<file path="src/rtl/apb_if.sv">
// APB3 pin bundle shared by the master, the memory slave and any monitor.
// The pslverr wire exists only when APB_SLV_PSLVERR_EN is defined.
interface apb_if;
  logic        psel;
  logic        penable;
  logic        pwrite;
  logic [31:0] paddr;
  logic [31:0] pwdata;
  logic [31:0] prdata;
  logic        pready;
`ifdef APB_SLV_PSLVERR_EN
  logic        pslverr;

  modport master (
    output psel, penable, pwrite, paddr, pwdata,
    input  prdata, pready, pslverr
  );
  modport slave (
    input  psel, penable, pwrite, paddr, pwdata,
    output prdata, pready, pslverr
  );
`else
  modport master (
    output psel, penable, pwrite, paddr, pwdata,
    input  prdata, pready
  );
  modport slave (
    input  psel, penable, pwrite, paddr, pwdata,
    output prdata, pready
  );
`endif
endinterface

</file>
<file path="src/rtl/apb_mem_slave.sv">
// APB3 completer backed by DEPTH 32-bit registers with WAIT_CYCLES wait states.
// Optional error response on invalid addresses: define APB_SLV_PSLVERR_EN.
module apb_mem_slave #(
  parameter int DEPTH       = 16,
  parameter int WAIT_CYCLES = 0
) (
  input  logic  pclk,
  input  logic  prst,
  apb_if.slave  bus
);
  localparam int         AW      = $clog2(DEPTH);
  localparam logic [3:0] WAIT_LD = 4'(WAIT_CYCLES);

  typedef enum logic [1:0] {IDLE = 2'd0, WAIT = 2'd1, READY = 2'd2} state_t;

  state_t      state_r, state_s;
  logic [3:0]  cnt_r, cnt_s;
  logic [31:0] addr_r, addr_s;
  logic        write_r, write_s;
  logic [31:0] wdata_r, wdata_s;
  logic        pready_r, pready_s;
  logic [31:0] prdata_r, prdata_s;
  logic        we_s;
  logic        enter_ready_s;
  logic [31:0] ld_addr_s;
  logic        ld_write_s;
  logic [31:0] mem_r [DEPTH];
`ifdef APB_SLV_PSLVERR_EN
  logic        pslverr_r, pslverr_s;
`endif

  function automatic logic addr_ok(input logic [31:0] a);
    return (a[1:0] == 2'b00) && ((a >> (AW + 2)) == 32'd0);
  endfunction

  function automatic logic [AW-1:0] word_idx(input logic [31:0] a);
    return a[AW+1:2];
  endfunction

  // Next-state and next-output logic for the transfer FSM
  always_comb begin
    state_s       = state_r;
    cnt_s         = cnt_r;
    addr_s        = addr_r;
    write_s       = write_r;
    wdata_s       = wdata_r;
    pready_s      = pready_r;
    prdata_s      = prdata_r;
    we_s          = 1'b0;
    enter_ready_s = 1'b0;
    ld_addr_s     = addr_r;
    ld_write_s    = write_r;
`ifdef APB_SLV_PSLVERR_EN
    pslverr_s     = pslverr_r;
`endif
    case (state_r)
      IDLE: begin
        if (bus.psel && !bus.penable) begin
          addr_s     = bus.paddr;
          write_s    = bus.pwrite;
          wdata_s    = bus.pwdata;
          cnt_s      = WAIT_LD;
          ld_addr_s  = bus.paddr;
          ld_write_s = bus.pwrite;
          if (WAIT_CYCLES == 0) begin
            state_s       = READY;
            enter_ready_s = 1'b1;
          end else begin
            state_s = WAIT;
          end
        end else begin
          state_s = IDLE;
        end
      end
      WAIT: begin
        if (!bus.psel) begin
          state_s  = IDLE;
          pready_s = 1'b0;
        end else if (bus.penable) begin
          if (cnt_r == 4'd1) begin
            state_s       = READY;
            enter_ready_s = 1'b1;
          end else begin
            cnt_s = cnt_r - 4'd1;
          end
        end else begin
          state_s = WAIT;
        end
      end
      READY: begin
        // pready is always high here, so psel & penable completes the transfer
        if (!bus.psel) begin
          state_s  = IDLE;
          pready_s = 1'b0;
`ifdef APB_SLV_PSLVERR_EN
          pslverr_s = 1'b0;
`endif
        end else if (bus.penable) begin
          we_s     = write_r && addr_ok(addr_r);
          state_s  = IDLE;
          pready_s = 1'b0;
`ifdef APB_SLV_PSLVERR_EN
          pslverr_s = 1'b0;
`endif
        end else begin
          state_s = READY;
        end
      end
      default: begin
        state_s  = IDLE;
        pready_s = 1'b0;
      end
    endcase

    if (enter_ready_s) begin
      pready_s = 1'b1;
`ifdef APB_SLV_PSLVERR_EN
      pslverr_s = !addr_ok(ld_addr_s);
`endif
      if (!ld_write_s) begin
        prdata_s = addr_ok(ld_addr_s) ? mem_r[word_idx(ld_addr_s)] : 32'd0;
      end else begin
        prdata_s = prdata_r;
      end
    end else begin
      prdata_s = prdata_s;
    end
  end

  // FSM, captured request and registered bus outputs
  always_ff @(posedge pclk or posedge prst) begin
    if (prst) begin
      state_r  <= IDLE;
      cnt_r    <= 4'd0;
      addr_r   <= 32'd0;
      write_r  <= 1'b0;
      wdata_r  <= 32'd0;
      pready_r <= 1'b0;
      prdata_r <= 32'd0;
`ifdef APB_SLV_PSLVERR_EN
      pslverr_r <= 1'b0;
`endif
    end else begin
      state_r  <= state_s;
      cnt_r    <= cnt_s;
      addr_r   <= addr_s;
      write_r  <= write_s;
      wdata_r  <= wdata_s;
      pready_r <= pready_s;
      prdata_r <= prdata_s;
`ifdef APB_SLV_PSLVERR_EN
      pslverr_r <= pslverr_s;
`endif
    end
  end

  // Register bank, committed only on a completed valid write
  always_ff @(posedge pclk or posedge prst) begin
    if (prst) begin
      for (int i = 0; i < DEPTH; i++) begin
        mem_r[i] <= 32'd0;
      end
    end else if (we_s) begin
      mem_r[word_idx(addr_r)] <= wdata_r;
    end else begin
      mem_r <= mem_r;
    end
  end

  assign bus.prdata  = prdata_r;
  assign bus.pready  = pready_r;
`ifdef APB_SLV_PSLVERR_EN
  assign bus.pslverr = pslverr_r;
`endif
endmodule

</file>
<file path="src/flat_wrapper.sv">
// flat-port wrapper written by rule: the top's interface ports become plain ports
module apb_mem_slave_flat 
#(
  parameter int DEPTH       = 16,
  parameter int WAIT_CYCLES = 0
)
  (pclk, prst, bus_psel, bus_penable, bus_pwrite, bus_paddr, bus_pwdata, bus_prdata, bus_pready);
  apb_if bus_i ();
  input  logic pclk;
  input  logic prst;
  input wire logic [$bits(bus_i.psel)-1:0] bus_psel;
  input wire logic [$bits(bus_i.penable)-1:0] bus_penable;
  input wire logic [$bits(bus_i.pwrite)-1:0] bus_pwrite;
  input wire logic [$bits(bus_i.paddr)-1:0] bus_paddr;
  input wire logic [$bits(bus_i.pwdata)-1:0] bus_pwdata;
  output wire logic [$bits(bus_i.prdata)-1:0] bus_prdata;
  output wire logic [$bits(bus_i.pready)-1:0] bus_pready;
  assign bus_i.psel = bus_psel;
  assign bus_i.penable = bus_penable;
  assign bus_i.pwrite = bus_pwrite;
  assign bus_i.paddr = bus_paddr;
  assign bus_i.pwdata = bus_pwdata;
  assign bus_prdata = bus_i.prdata;
  assign bus_pready = bus_i.pready;
  apb_mem_slave #(.DEPTH(DEPTH), .WAIT_CYCLES(WAIT_CYCLES)) u_core (.pclk(pclk), .prst(prst), .bus(bus_i));
endmodule
</file>
<file path="config.mk">
export PLATFORM = sky130hd
export DESIGN_NAME = apb_mem_slave_flat
export DESIGN_NICKNAME = d
export VERILOG_FILES = /design/src/rtl/apb_if.sv /design/src/rtl/apb_mem_slave.sv /design/src/flat_wrapper.sv
export SDC_FILE = /design/constraint.sdc
export NUM_CORES = 1
export LEC_CHECK = 0
export BUFFER_PORTS_ARGS = -buffer_cell sky130_fd_sc_hd__buf_2
export CAP_MARGIN = 20
export CORE_MARGIN = 2
export CORE_UTILIZATION = 45
export DETAILED_ROUTE_END_ITERATION = 8
export PLACE_DENSITY = 0.6
export SETUP_SLACK_MARGIN = 0.5
export SYNTH_ARGS = -nofsm -noshare
export SYNTH_HDL_FRONTEND = slang
export SYNTH_SLANG_ARGS = --single-unit
</file>
<file path="constraint.sdc">
create_clock -name pclk -period 23.6 [get_ports pclk]
set_input_delay 2.36 -clock pclk [delete_from_list [all_inputs] [get_ports pclk]]
set_output_delay 2.36 -clock pclk [all_outputs]
set_load 0.02 [all_outputs]
</file>
==> results by group, run 1 <==
Status
  – Status: finished, final reports clean

STA
  – Slew Viols, Final: 0
  – Fraction of the cycle the final worst path needs: 0.2835
  – Hold Fails Final Rpt: 0
  – Final setup vio count: 0
  – Tightest Pin Transition: 1.126 ns
  – F_max: 0.1495 GHz
  – Setup TNS: 0 ns
  – WHS: 0.4779 ns
  – Clock Skew: 0.01827 ns
  – Slew Limit Headroom: 0.2464
  – Final Critical Period: 6.690 ns
  – RSZ-0062 raised after global routing: false

Setup path
  – CP startpoint kind: input pin
  – Crit-path cells: buf_2, or4b_4, buf_4, mux2i_2, buf_4, clkinv_2, buf_4, nand2_2, o22ai_1, nor4b_1, a221oi_2
  – Most common cell on crit path: buf_4
  – Crit path max fanout: 51
  – Critical Path AT: 7.14 ns
  – Worst path max stage delay: 0.88 ns
  – Critical Path RT: 24.05 ns
  – Endpoint class of the critical path: flop
  – CP max-delay cell: nand2_2
  – Worst Setup Path Type: in -> reg
  – CP delay by family, top: simple AND/OR/NAND/NOR gates
  – WP buf/inv: 5

Pwr
  – Clock share of power: 0.437
  – Peak VDD IR: 0.00005737 V
  – Sw Ratio: 0.2651
  – Internal power: 1.741 mW
  – Sequential power share: 0.474
  – Leak pwr: 15.13 nW
  – Combinational power share: 0.089
  – Psw: 627.9 µW
  – Cell Pwr Density: 76.29 mW/mm²

Yosys
  – Share of the synthesized area in the top cell type: 0.5574
  – Syn Inst Count: 2272
  – Mapped cell area: 0.02766 mm²
  – Largest area contributor in the netlist: dfrtp_1
  – Ys flop type: dfrtp_1
  – Register area share after synthesis: 0.5574
  – Synth cell types: 43
  – Syn_area_per_cell: 12.17 µm²
  – Asr flop ratio synth: 1.000
  – Post-synth EDFFs: 0
  – Register bit total from synthesis: 616
  – Synth Warn #: 0
  – Area contributors post-synth: dfrtp_1 56%, mux2_2 19%, nand2_1 6.3%, mux2i_1 3.7%, a21oi_1 2.3%
  – Syn nets: 2343

Drt
  – Vias per inst: 5.778
  – Routed WL: 71900 µm
  – Vias: 18130
  – ANT nets after route: 0
  – Iter 0 DRT Violations: 1289
  – DRT Pass-1 Iters: 5
  – Drc violations: 0
  – Drt wl/cell: 22.91 µm

Place
  – Port bufs: 101
  – Placed inst area: 0.02882 mm²
  – Gpl congestion: 0.8083
  – HPWL after detailed placement: 42090 µm

GRT
  – First-pass GRT wire length: 112900 µm
  – Grt total ovfl: 0
  – Antenna violations before repair: 0
  – Largest net degree at the start of global routing: 133
  – Vias in the first global route: 19150
  – All-Layer GR Usage: 0.2330

Die
  – Initial core utilization: 0.4565
  – Row count: 90
  – Core area: 0.06058 mm²
  – DIE WIDTH: 251.9 µm
  – Boundary pin count: 102
  – Die height: 251.9 µm
  – DIE AREA: 0.06346 mm²

Cells and area
  – Diodes inserted: 0
  – Share of cells above drive strength 1: 0.3396
  – Final instance area: 0.03105 mm²
  – Layout Nets: 2376
  – Final Util: 0.5125
  – Fillers: 5222
  – Area delta synth->final: 12.26%
  – Storage cell area: 0.01541 mm²
  – Area of the multi-input gates: 0.01159 mm²

Clock tree
  – CTS buffer count: 69
  – CTS resizes: 0
  – CTS tree: yes
  – CTS clock-pin slew for the worst setup and hold paths: 0.05 ns
  – CTS Sinks: 616
  – Clock Path Buffers: 3
  – Hold_buf cts: 0
  – H-tree levels: 3
  – Postcts setup bufs: 0
  – Clock latency on the worst-skew pair: 0.61 ns
  – Root Buffer: clkbuf_16

Job
  – Total of max-cap violations: 0

Min path
  – Hold Crit Class: reg -> reg
-- sequential cells by signal, summed over array words and instances (netlist names) --
| signal | flops |
|---|---|
| u_core.mem_r | 512 |
| u_core.state_r | 2 |
| u_core.cnt_r | 4 |
| u_core.bus.prdata | 32 |
| u_core.bus.pready | 1 |
| u_core.wdata_r | 32 |
| u_core.addr_r | 32 |
| u_core.write_r | 1 |
-- power groups by stage --
| stage | clock network, mW | registers [mW] | logic (mW) |
|---|---|---|---|
| final | 1.04 | 1.12 | 0.212 |
| after global placement | 0 | 1.14 | 0.209 |
| after global routing | 1.11 | 1.13 | 0.231 |
| after detailed placement | 0 | 1.14 | 0.212 |
| after floorplan | 0 | 1.11 | 0.156 |
| after CTS | 1.06 | 1.12 | 0.212 |
-- worst paths after layout --
| kind | depth (start not counted) | from | slack, ns | endpoint |
|---|---|---|---|---|
| max | 11 | bus_penable | 16.91 | u_core.bus.prdata[9]$_DFFE_PP0P_ |
| min | 2 | u_core.addr_r[23]$_DFF_PP0_ | 0.48 | u_core.addr_r[23]$_DFF_PP0_ |
| max reg2reg | 10 | u_core.state_r[0]$_DFFE_PP0P_ | 18.27 | u_core.bus.prdata[9]$_DFFE_PP0P_ |
| min reg2reg | 2 | u_core.addr_r[23]$_DFF_PP0_ | 0.48 | u_core.addr_r[23]$_DFF_PP0_ |
| max in group asynchronous | 5 | prst | 18.38 | u_core.mem_r[305]$_DFFE_PP0P_ |
| min in group asynchronous | 2 | prst | 1.93 | u_core.wdata_r[7]$_DFFE_PP0P_ |
-- cell usage in the layout, fill, tap and decap left out, types with 2 or more instances in the layout --
cell type	instances
clkbuf_1	24
dfrtp_1	616
nand3_2	4
mux4_2	20
inv_1	4
clkinv_2	6
buf_4	35
nand3_1	4
nor2_1	30
nor3_1	17
buf_2	101
mux2i_1	100
mux2_2	477
inv_6	6
buf_16	2
clkbuf_16	71
o32ai_1	13
nor4b_1	41
a31oi_1	2
xnor2_1	2
nand2_1	453
o31ai_1	2
clkinvlp_4	2
nor3b_1	3
nor4_1	24
nand2_2	16
or4_1	2
a21oi_1	125
mux2i_4	2
ha_1	2
clkbuf_8	14
mux2_1	35
or4_4	3
o22ai_1	45
nor2b_1	3
o31ai_2	10
a221oi_2	20
-- logic make-up (layout without fill, tap and decap cells) --
kind of cell | Yosys count | in the layout | synth area share
xor gates and xnor gates | 2 | 2 | 0.0006335
adders and majority gates | 2 | 2 | 0.0009047
DFF | 616 | 616 | 0.5574
AOI/OAI and AO/OA | 222 | 222 | 0.05465
buffers and inverters | 185 | 269 | 0.02733
muxes | 635 | 635 | 0.2620
and+or+nand+nor | 610 | 610 | 0.09709
-- through the flow --
| stage | total power, mW | worst slack [ns] | cells |
|---|---|---|---|
| 6_report | 2.369 | 16.91 | 3138 |
| 5_1_grt | 2.464 | 16.73 | 3138 |
| 4_1_cts | 2.391 | 16.95 | 3136 |
| 3_5_place_dp | 1.352 | 16.32 | 3014 |
| 3_3_place_gp | 1.347 | 16.36 | 3013 |
| 2_1_floorplan | 1.265 | 3.991 | 2272 |
-- metal layers --
layer / wire, µm / share of wire / GRT usage
met1: 31310 / 0.44 / 0.3081
met4: 1936 / 0.027 / 0.07439
met5: 0 / 0 / 0
met2: 35060 / 0.49 / 0.3938
met3: 3601 / 0.050 / 0.03797
-- area by class of cell --
| class | count | area share |
|---|---|---|
| Clock inverter | 13 | 0.003667 |
| Clock buffer | 109 | 0.06633 |
| Multi-Input combinational cell | 1471 | 0.3734 |
| Timing Repair Buffer | 139 | 0.02716 |
| Sequential cell | 616 | 0.4965 |
| Tap cell | 782 | 0.03151 |
| Inverter | 8 | 0.001410 |
-- Yosys cell counts, drive strengths merged (3+ instances only) --
master,count
o22ai,45
clkbuf,101
buf,76
inv,8
nand2,469
dfrtp,616
mux2,512
a21oi,126
nor3,17
nand3,8
o32ai,13
mux2i,103
nor2b,3
nor4b,42
or4,5
nor3b,3
a221oi,20
nor4,24
o31ai,12
nor2,31
mux4,20
-- worst register-to-register path: stages, from the launching register on --
cell	delay, ns
dfrtp_1	0.48
or4b_4	0.88
buf_4	0.40
mux2i_2	0.23
buf_4	0.27
clkinv_2	0.63
buf_4	0.62
nand2_2	0.92
o22ai_1	0.16
nor4b_1	0.53
a221oi_2	0.06
Note: power is estimated with default switching activity, not from simulation.
==> run 2: changes to the inputs <==
--- a/config.mk
+++ b/config.mk
@@ -5,12 +5,13 @@
 export SDC_FILE = /design/constraint.sdc
 export NUM_CORES = 1
 export LEC_CHECK = 0
+export ABC_AREA = 1
 export BUFFER_PORTS_ARGS = -buffer_cell sky130_fd_sc_hd__buf_2
 export CAP_MARGIN = 20
 export CORE_MARGIN = 2
 export CORE_UTILIZATION = 45
 export DETAILED_ROUTE_END_ITERATION = 8
-export PLACE_DENSITY = 0.6
+export PLACE_DENSITY = 0.62
 export SETUP_SLACK_MARGIN = 0.5
 export SYNTH_ARGS = -nofsm -noshare
 export SYNTH_HDL_FRONTEND = slang
==> constraint.sdc (replaced) <==
create_clock -name pclk -period 5.9 [get_ports pclk]
set_input_delay 0.59 -clock pclk [delete_from_list [all_inputs] [get_ports pclk]]
set_output_delay 0.59 -clock pclk [all_outputs]
set_load 0.02 [all_outputs]
==> run 2 against run 1 <==
Routed wire length grew 20%. Die area grew 13%. Register-to-register slack lost 16 ns. Clock power grew to 4.0 times the previous value. First-iteration DRC count grew 40%. Non-clock buffer count grew 6. Core utilization shrank 1.1 points. Cell count grew 68%.
==> results by group, run 2 <==
Setup path
  – R2r worst-path depth: 15
  – Endpoint class of the critical path: flop
  – R2R Setup Slk: 2.17 ns
  – CP startpoint: u_core.state_r[0]$_DFFE_PP0P_
  – CP startpoint kind: flop
  – Worst Setup Path Type: reg -> reg
  – Critical Path RT: 6.44 ns
  – Reg2reg end: u_core.bus.prdata[22]$_DFFE_PP0P_
  – Critical Path AT: 4.26 ns
  – Crit Reg-Reg Startpoint: u_core.state_r[0]$_DFFE_PP0P_
  – Crit path max fanout: 51
  – Crit path to: u_core.bus.prdata[22]$_DFFE_PP0P_

Die
  – Boundary pin count: 102
  – Row count: 96
  – Initial core utilization: 0.4552
  – Die height: 267.4 µm
  – DIE AREA: 0.07150 mm²
  – Core area: 0.06859 mm²
  – DIE WIDTH: 267.4 µm

Yosys
  – Synth Area in Compound Gates: 0.09053
  – Post-synth EDFFs: 0
  – Synth Warn #: 0
  – Synth cell types: 30
  – Syn_area_per_cell: 7.229 µm²
  – Most instantiated library cell after synthesis: nand2_1
  – Mapped cell area: 0.03122 mm²
  – Share of the synthesized area in the top cell type: 0.4937
  – Register bit total from synthesis: 616
  – Ys flop type: dfrtp_1
  – Synth Area in Adders: 0.0008015
  – Post-synthesis xor/xnor area fraction: 0.0002805
  – Register area share after synthesis: 0.4937
  – Area contributors post-synth: dfrtp_1 49%, nand2_1 14%, inv_1 13%, o21ai_0 8.0%, nand3_1 8.0%
  – Synth top cells by count: 1206 x nand2_1, 1109 x inv_1, 616 x dfrtp_1
  – Syn Inst Count: 4319
  – Largest family of logic cells by synthesized area: simple AND/OR/NAND/NOR gates
  – Asr flop ratio synth: 1.000
  – Post-synthesis mux area share: 0
  – Post-Synth Simple-Gate Area: 0.2420
  – Largest area contributor in the netlist: dfrtp_1
  – Syn nets: 4390

Place
  – Worst slack at placement: 1.862 ns
  – Port bufs: 101
  – Gpl congestion: 0.8162
  – HPWL after detailed placement: 44670 µm
  – Post-Place Cells: 5140
  – Placed inst area: 0.03227 mm²

Job
  – Total of max-cap violations: 0

GRT
  – First-pass GRT wire length: 137000 µm
  – Grt total ovfl: 0
  – All-Layer GR Usage: 0.2491
  – Antenna violations before repair: 1
  – Largest net degree at the start of global routing: 125
  – Vias in the first global route: 23730

STA
  – Hold Fails Final Rpt: 0
  – Final WS setup: 2.173 ns
  – Final Critical Period: 3.727 ns
  – F_max: 0.2683 GHz
  – Setup TNS: 0 ns
  – WHS: 0.03247 ns
  – Clock Skew: 0.01338 ns
  – Tightest Pin Transition: 1.093 ns
  – RSZ-0062 raised after global routing: false
  – Fraction of the cycle the final worst path needs: 0.6317
  – Final setup vio count: 0
  – Slew Viols, Final: 0
  – Slew Limit Headroom: 0.2685

Cells and area
  – Final instance area: 0.03442 mm²
  – Fillers: 6797
  – Most frequent cells in the layout: 1204 x nand2_1, 1105 x inv_1, 616 x dfrtp_1, 500 x nand3_1, 498 x o21ai_0
  – Layout Nets: 4351
  – Final Util: 0.5018
  – Finished Layout Cells: 5258
  – Most common cell after layout, fill and taps aside: nand2_1
  – Share of cells above drive strength 1: 0.06334
  – Area delta synth->final: 10.24%
  – Reg with most FFs: u_core.mem_r
  – Max FFs per register: 512

Clock tree
  – Postcts setup bufs: 0
  – Clock latency on the worst-skew pair: 0.61 ns
  – CTS tree: yes
  – CTS buffer count: 69
  – CTS resizes: 0
  – CTS clock-pin slew for the worst setup and hold paths: 0.06 ns
  – H-tree levels: 3
  – Root Buffer: clkbuf_16
  – Clock Path Buffers: 3
  – Hold_buf cts: 0
  – CTS Sinks: 616

Drt
  – ANT nets after route: 0
  – Vias per inst: 4.749
  – Drt wl/cell: 16.46 µm
  – DRT Pass-1 Iters: 7
  – Vias: 24970
  – Routed WL: 86560 µm
  – Drc violations: 0
  – Iter 0 DRT Violations: 1809

Pwr
  – Peak VDD IR: 0.0001814 V
  – Final Total Pwr: 9.947 mW
  – Cell Pwr Density: 289.0 mW/mm²
  – Leak pwr: 18.18 nW

Min path
  – Hold Crit Class: in -> async

Status
  – Status: finished, final reports clean
-- run 2: changes by cell type after synthesis, moves of 41 or more --
cell | before | now
a21oi_1 | 126 | 1
buf_1 | 57 | 12
buf_2 | 13 | 80
inv_1 | 5 | 1109
mux2_2 | 477 | 0
mux2i_1 | 103 | 0
nand2_1 | 467 | 1206
nand3_1 | 8 | 500
nor4b_1 | 41 | 0
o21ai_0 | 1 | 501
o21ai_1 | 0 | 61
o22ai_1 | 45 | 0
-- run 2: worst max-delay path: stages (launching register included) --
cell and delay (ns):
dfrtp_1 0.37, inv_1 0.11, nand2_1 0.11, nor2_4 0.48, buf_4 0.59, nand2_1 0.10, nand2_1 0.11, nand2_1 0.05
nor2_1 0.08, nand2_1 0.06, nor2_1 0.13, nand2_1 0.11, nor2_4 0.57, buf_4 0.51, nand3_1 0.13, nand2_1 0.08
-- run 2: report_power, final --
group,internal [mW],leakage [nW],switching [mW]
combinational,0.354,11.3,0.926
clock,2.44,1.05,1.74
sequential,4.29,5.79,0.200
-- run 2: worst min path at each step --
stage	depth (start not counted)	to	from	slack (ns)
4_1_cts	2	u_core.addr_r[17]$_DFF_PP0_	prst	0.03
3_5_place_dp	2	u_core.bus.prdata[9]$_DFFE_PP0P_	u_core.bus.prdata[9]$_DFFE_PP0P_	0.46
6_report	2	u_core.addr_r[17]$_DFF_PP0_	prst	0.03
2_1_floorplan	2	u_core.addr_r[27]$_DFF_PP0_	u_core.addr_r[27]$_DFF_PP0_	0.46
5_1_grt	2	u_core.addr_r[17]$_DFF_PP0_	prst	0.05
3_3_place_gp	2	u_core.bus.prdata[14]$_DFFE_PP0P_	u_core.bus.prdata[14]$_DFFE_PP0P_	0.46
-- run 2: kinds of logic (layout without fill, tap and decap cells) --
group / count (synthesis) / count (layout)
flops: 616 / 616
xor+xnor: 1 / 1
fa+ha+maj: 2 / 2
buf+inv: 1367 / 1374
compound gates: 564 / 564
simple gates: 1769 / 1769
other cells: 0 / 1
-- run 2: layout make-up --
class	instances	area (µm²)	area share
sequential	616	15410	0.4479
multi-input combinational	2336	10540	0.3061
inverter	1112	4179	0.1214
clock buffer	106	2061	0.05988
tap	931	1165	0.03385
timing repair buffer	145	973.4	0.02828
clock inverter	11	85.08	0.002472
antenna	1	2.502	0.00007271
-- run 2: layer usage --
| metal | routed length, µm | vias to the layer above | global-route usage |
|---|---|---|---|
| li1 | - | 12760 | - |
| met1 | 39640 | 11550 | 0.3387 |
| met2 | 40440 | 526 | 0.4133 |
| met3 | 4101 | 131 | 0.03402 |
| met4 | 2374 | 0 | 0.07698 |
| met5 | 0 | - | 0 |
